===== src/rtl/rf_wb_stage.sv =====
// rf_wb_stage: write-back register stage feeding the register file write
// port, plus read-operand correction behind the registered RF read ports.
// A write request is registered for one cycle and then drives the RF write
// port. Read operands are patched with any younger or in-flight write so
// decode always sees the newest value. x0 always reads as zero.
// Optional build macro: WB_STATS_EN adds write and forward event counters.
module rf_wb_stage #(
   parameter int DATA_W = 32,
   parameter int ADDR_W = 5
) (
   input  logic              cpu_clk,
   input  logic              cpu_rst_n,
   input  logic              wb_valid,
   input  logic [ADDR_W-1:0] wb_rd,
   input  logic [1:0]        wb_sel,
   input  logic [DATA_W-1:0] alu_c,
   input  logic [DATA_W-1:0] dram_rd,
   input  logic [DATA_W-1:0] pc4,
   input  logic [DATA_W-1:0] ext,
   input  logic [ADDR_W-1:0] rR1,
   input  logic [ADDR_W-1:0] rR2,
   input  logic [DATA_W-1:0] rf_rD1,
   input  logic [DATA_W-1:0] rf_rD2,
   output logic              rf_we,
   output logic [ADDR_W-1:0] rf_wR,
   output logic [DATA_W-1:0] rf_wD,
   output logic [DATA_W-1:0] rd1_o,
   output logic [DATA_W-1:0] rd2_o
`ifdef WB_STATS_EN
   ,
   output logic [31:0]       stat_wb_cnt,
   output logic [31:0]       stat_fwd_cnt
`endif
);

   logic              valid_q;
   logic [ADDR_W-1:0] rd_q;
   logic [DATA_W-1:0] data_q;
   logic [DATA_W-1:0] wb_data;
   logic [ADDR_W-1:0] raddr_1_q, raddr_2_q;
   logic              hit_1_q, hit_2_q;
   logic [DATA_W-1:0] fwd_1_q, fwd_2_q;
   logic              young_1, young_2;
   logic              inflight_1, inflight_2;

   // Pick the write-back source for this cycle's request
   always_comb begin
      wb_data = alu_c;
      unique case (wb_sel)
         2'd0: wb_data = alu_c;
         2'd1: wb_data = dram_rd;
         2'd2: wb_data = pc4;
         2'd3: wb_data = ext;
         default: wb_data = alu_c;
      endcase
   end

   // A young hit is this cycle's request; an in-flight hit is the write the
   // RF is committing at this edge (which the RF read still misses). x0 is
   // excluded: it is never written, so the in-flight term cannot match it.
   always_comb begin
      young_1    = wb_valid && (wb_rd == rR1) && (rR1 != '0);
      young_2    = wb_valid && (wb_rd == rR2) && (rR2 != '0);
      inflight_1 = valid_q && (rd_q == rR1);
      inflight_2 = valid_q && (rd_q == rR2);
   end

   // Register the write request; writes to x0 are squashed here
   always_ff @(posedge cpu_clk or negedge cpu_rst_n) begin
      if (!cpu_rst_n) begin
         valid_q <= 1'b0;
         rd_q    <= '0;
         data_q  <= '0;
      end else begin
         valid_q <= wb_valid && (wb_rd != '0);
         rd_q    <= wb_rd;
         data_q  <= wb_data;
      end
   end

   // Re-time read addresses and capture the bypass decision, newest value first
   always_ff @(posedge cpu_clk or negedge cpu_rst_n) begin
      if (!cpu_rst_n) begin
         raddr_1_q <= '0;
         raddr_2_q <= '0;
         hit_1_q   <= 1'b0;
         hit_2_q   <= 1'b0;
         fwd_1_q   <= '0;
         fwd_2_q   <= '0;
      end else begin
         raddr_1_q <= rR1;
         raddr_2_q <= rR2;
         hit_1_q   <= young_1 || inflight_1;
         hit_2_q   <= young_2 || inflight_2;
         if (young_1)         fwd_1_q <= wb_data;
         else if (inflight_1) fwd_1_q <= data_q;
         if (young_2)         fwd_2_q <= wb_data;
         else if (inflight_2) fwd_2_q <= data_q;
      end
   end

   assign rf_we = valid_q;
   assign rf_wR = rd_q;
   assign rf_wD = data_q;

   assign rd1_o = (raddr_1_q == '0) ? '0 : (hit_1_q ? fwd_1_q : rf_rD1);
   assign rd2_o = (raddr_2_q == '0) ? '0 : (hit_2_q ? fwd_2_q : rf_rD2);

`ifdef WB_STATS_EN
   // Count issued RF writes and forwarding events; both wrap naturally
   always_ff @(posedge cpu_clk or negedge cpu_rst_n) begin
      if (!cpu_rst_n) begin
         stat_wb_cnt  <= '0;
         stat_fwd_cnt <= '0;
      end else begin
         stat_wb_cnt  <= stat_wb_cnt + {31'd0, valid_q};
         stat_fwd_cnt <= stat_fwd_cnt + {31'd0, young_1 || inflight_1}
                                      + {31'd0, young_2 || inflight_2};
      end
   end
`endif

endmodule


===== config.mk =====
export PLATFORM = sky130hd
export DESIGN_NAME = rf_wb_stage
export DESIGN_NICKNAME = d
export VERILOG_FILES = /design/src/rtl/rf_wb_stage.sv
export SDC_FILE = /design/constraint.sdc
export NUM_CORES = 1
export LEC_CHECK = 0
export ABC_AREA = 1
export CAP_MARGIN = 0
export CORE_MARGIN = 8
export CORE_UTILIZATION = 40
export DETAILED_ROUTE_END_ITERATION = 6
export PLACE_DENSITY = 0.79
export REMOVE_ABC_BUFFERS = 1
export SLEW_MARGIN = 10
export SYNTH_ARGS = -nofsm -noshare
export SYNTH_HDL_FRONTEND = slang
export SYNTH_SLANG_ARGS = --single-unit

===== constraint.sdc =====
create_clock -name cpu_clk -period 1.25 [get_ports cpu_clk]
set_input_delay 0.25 -clock cpu_clk [delete_from_list [all_inputs] [get_ports cpu_clk]]
set_output_delay 0.25 -clock cpu_clk [all_outputs]
set_load 0.01 [all_outputs]

# Yosys cells after proc, flatten, opt, wreduce, memory -nomap -nowiden
# Cells that the tools add are included.
# op_classes
addsub,0
multipliers,0
n_div,0
order_cmp,0
eq_ne,7
shifts,0
mux,9
bitwise_logic,0
n_reduce_logical,17
# ops
op,count
32-bit two-way mux,8
32-bit case mux with 4 select lines,1
5-bit equality test,4
5-bit nonzero test,3
5-bit zero test,2
1-bit logical AND,7
"2-bit equality test, second input constant",2
2-bit nonzero test,2
"2-bit by 1-bit equality test with 1-bit output, second input constant",1
2-bit zero test,1
1-bit logical OR,2
# totals
register_bits,114
latch_bits,0
ramBits,0
romBits,0
output_inout_bits,102
word_cells,42
mem_count,0

# Depth between registers and ports, before layout
# Gate-level depths: netlist of run 1.
# depth
ltp_word,4
ltp_mapped,10

# Worst setup path after synthesis of run 1
# No wires, ideal clock.
# synth_timing
path_type,reg2reg
from,"register rd_q[2], in the netlist rf_wR[2]"
to,register fwd_1_q[17]
setup_time_ns,0.116
arrival_ns,1.330
t_required_ns,1.134
path_slack_ns,-0.195
path_stages_with_launch,11
path_cell_list,dfrtp_1 -> inv_1 -> nand2_1 -> nand2_1 -> nor2_1 -> nand3_1 -> buf_2 -> nor2_1 -> nand2_1 -> nand2_1 -> nor2_1
# synth_between
elab_chain_cells,3
# synth_lines
element,line,rtl
start: declaration,37,logic [ADDR_W-1:0] rd_q;
start signal: assignment,76,rd_q <= wb_rd;
5-bit equality test,64,inflight_1 = valid_q && (rd_q == rR1);
1-bit logical AND,64,
2-bit nonzero test (no line),--,
end signal: assignment,95,if (young_1) fwd_1_q <= wb_data;
end signal: assignment,96,else if (inflight_1) fwd_1_q <= data_q;
end: declaration,42,"logic [DATA_W-1:0] fwd_1_q, fwd_2_q;"
# Every way passes these cells.
# A chain may end at the register's enable or synchronous reset.

# Final worst setup path of run 1
# layout_timing
from,register hit_2_q
to,output port rd2_o[4]
# layout_between
elab_chain_cells,2
# layout_lines
element,line,rtl
start: declaration,41,"logic hit_1_q, hit_2_q;"
start signal: assignment,94,hit_2_q <= young_2 || inflight_2;
32-bit two-way mux (2 in a row),107,assign rd2_o = (raddr_2_q == '0) ? '0 : (hit_2_q ? fwd_2_q : rf_rD2);
end: declaration,28,output logic [DATA_W-1:0] rd2_o
# Every way passes these cells.

==> results.md, run 1 <==
- Number of global-route vias before repair: 10000
- #FFs+latches synth: 114
- Dpl hpwl: 23400 um
- Mean post-synth cell area: 6.69 sq um
- Top routing layer in use: met4
- Total number of vias: 9653
- Htree depth: 4
- Failing checks: setup timing
- Met3 wire len: 3490 um
- DRT Pass-1 Iters: 5
- Final worst slack: -0.734 ns
- Dpl ws: -0.827 ns
- Layout Area Growth over Synthesis: 95.1%
- TritonCTS Sinks: 114
- F_max: 0.504 GHz
- Startpoint types: register
- CTS buffer count: 17
- Drc violations: 0
- Outcome: complete, but fails checks
- Crit Path Category: reg2out
- CP arrival: 1.73 ns
- Yosys top cell area share: 38.1%
- Relative slew slack: 77.1%
- Overall routed net length: 38500 um
- Maximum VDD drop: 1010 uV
- Yosys top cell by area: dfrtp_1
- CTS Buffer Depth: 2
- # rows: 50
- Seq/Total Area, Yosys: 38.1%
- Max-cap violations: 0
- Final setup viols: 136
- Req. time, crit path: 1.00 ns
- Clk_lat worst skew: 0.42 ns
- Final slew viol count: 0
- Number of synthesized flops with an enable pin: 0
- Routability-driven placement congestion ratio: 0.874
- Hold WC Path Type: in2reg
- Die area: 23300 sq um
- Die Ht: 153 um
- TNS Setup: -67.12 ns
- Syn Inst Count: 1119
- First-pass GRT wire length: 55300 um
- DR WL met2: 19500 um
- Routed WL per cell: 21.1 um
- Post-synth ARST share: 100%
- Layout Cells excl Fill: 1825
- Synth top area cells: dfrtp_1, nand2_1, nor2_1, inv_1, nand3_1
- CTS tree: built
- Clock slew at reported path FFs: 0.05 ns
- Post-layout util: 78.8%
- Detail Route Antenna Nets: 0
- Core Box Area: 18500 sq um
- DRT iter0 DRCs: 712
- IO Pins: 314
- Total number of yosys warnings: 0
- Main synth FF type: dfrtp_1
- Min Hold Slack: 0.121 ns
- Width of the die: 153 um
- Final worst path period need: 1.98 ns
- Initial antenna violation count: 1
- PD cells: 1140 nW/um^2
- Pleak: 7.46 nW
- Clk_skew: 0.00831 ns
- Area occupied by multi-input gates: 4900 sq um
- Met1 Wirelength: 13800 um
- Setup crit end kind: output pin
- Fin. Hold Viols: 0
- Largest net degree at the start of global routing: 60
- # fillers: 1228
- Top-count cell post-synth: nand2_1
- Global route overflow: 0
- Final period utilization: 159%
- Inst Count DP: 1710
- Fraction of layout cells with a size suffix above 1: 41.7%
- PortBufs: 313
- Via density: 5.29
- Post-Syn Area: 7480 sq um
- Synth unique cells: 24
- Reg area: 2860 sq um
- Gr usage total: 30.7%
- Starting Density: 40.4%
- Fin nets: 1789
- Most frequent cells after synthesis: nand2_1, nor2_1, inv_1
- RSZ-0062 raised after global routing: yes
- Worst Tran Pin Value: 0.344 ns
- Crit-path max FO: 6
- CTS root buf: clkbuf_16
==> path summary, 6_finish.rpt <==
path                            slack [ns]     endpoint  cells past startpoint       start
worst max register to register       -0.51  fwd_1_q[22]                     12    rf_wR[0]
worst min register to register        0.50   fwd_1_q[1]                      2  fwd_1_q[1]
min in group asynchronous             0.38   fwd_1_q[1]                      3   cpu_rst_n
worst min-delay path                  0.12     rf_wR[0]                      1    wb_rd[0]
worst max-delay path                 -0.73     rd2_o[4]                      7     hit_2_q
max in group asynchronous             0.56     rf_wR[3]                      3   cpu_rst_n
==> metal layers <==
layer,GRT usage [%],vias up
li1,-,4344
met1,33.7,4597
met2,52.8,582
met3,9.05,130
met4,16.8,0
met5,0,-
==> sequential cells by signal, summed over array words and instances, names as in the netlist <==
signal and flops:
fwd_1_q 32, rf_wD 32, hit_2_q 1, hit_1_q 1, fwd_2_q 32, rf_wR 5
rf_we 1, raddr_2_q 5, raddr_1_q 5
==> area by class of cell <==
type                            instances  share of cell area (%)
Antenna cell                            1                  0.0171
Clock buffer                           23                    3.34
Clock inverter                          9                   0.874
Inverter                              173                    4.57
Multi-Input combinational cell        775                    33.6
Sequential cell                       114                    19.6
Tap cell                              234                    2.01
Timing Repair Buffer                  496                    36.0
==> per-stage QoR <==
| stage | total power, mW | cell area (sq um) |
|---|---|---|
| after floorplan | 6.98 | 7180 |
| after global placement | 9.60 | 11600 |
| after detailed placement | 9.74 | 11600 |
| after CTS | 15.7 | 13800 |
| after global routing | 17.3 | 14600 |
| final | 16.6 | 14600 |
==> cell usage in the layout, fill, tap and decap left out, types with 51 or more instances in the layout <==
| master | netlist | final |
|---|---|---|
| nand2_2 | 3 | 78 |
| nand2_1 | 349 | 246 |
| nor2_1 | 187 | 104 |
| inv_1 | 164 | 123 |
| clkdlybuf4s50_1 | 0 | 193 |
| buf_6 | 4 | 88 |
| mux2_4 | 0 | 51 |
| nand3_1 | 122 | 94 |
| dfrtp_1 | 114 | 109 |
| buf_4 | 2 | 97 |
==> what timing repair did <==
action / in CTS / in global routing
setup endpoints to repair: 200 / 157
hold endpoints to repair: 114 / 0
gates resized for setup: 680 / 287
pin swaps: 50 / 70
hold buffers: 1 / 0
buffers inserted: 59 / 23
cloned: 20 / 1
==> report_power, final <==
group / switching [mW] / internal (mW) / total (mW)
clock network: 1.77 / 3.34 / 5.10
logic: 2.70 / 3.23 / 5.93
registers: 0.906 / 4.66 / 5.56
==> cells by family after synthesis <==
| kind of cell | count (synthesis) | synth area share (%) |
|---|---|---|
| buffers and inverters | 231 | 12.7 |
| AND/OR/NAND/NOR | 699 | 38.8 |
| AO/OA/AOI/OAI | 11 | 0.736 |
| multiplexers | 64 | 9.63 |
| flip-flops | 114 | 38.1 |
==> critical path, cell delays in order, from the launching register on <==
cell,delay (ns)
dfrtp_2,0.41
buf_12,0.15
buf_6,0.12
buf_6,0.12
mux2_4,0.30
nand2_2,0.07
inv_2,0.03
buf_6,0.11
(Power assumes the default switching activity.)
==> inputs of run 2 (changes only) <==
- ABC_CLOCK_PERIOD_IN_PS: default -> 1250
==> results of run 2 <==
Final layout, timing and power as in run 1 (identical DEF).
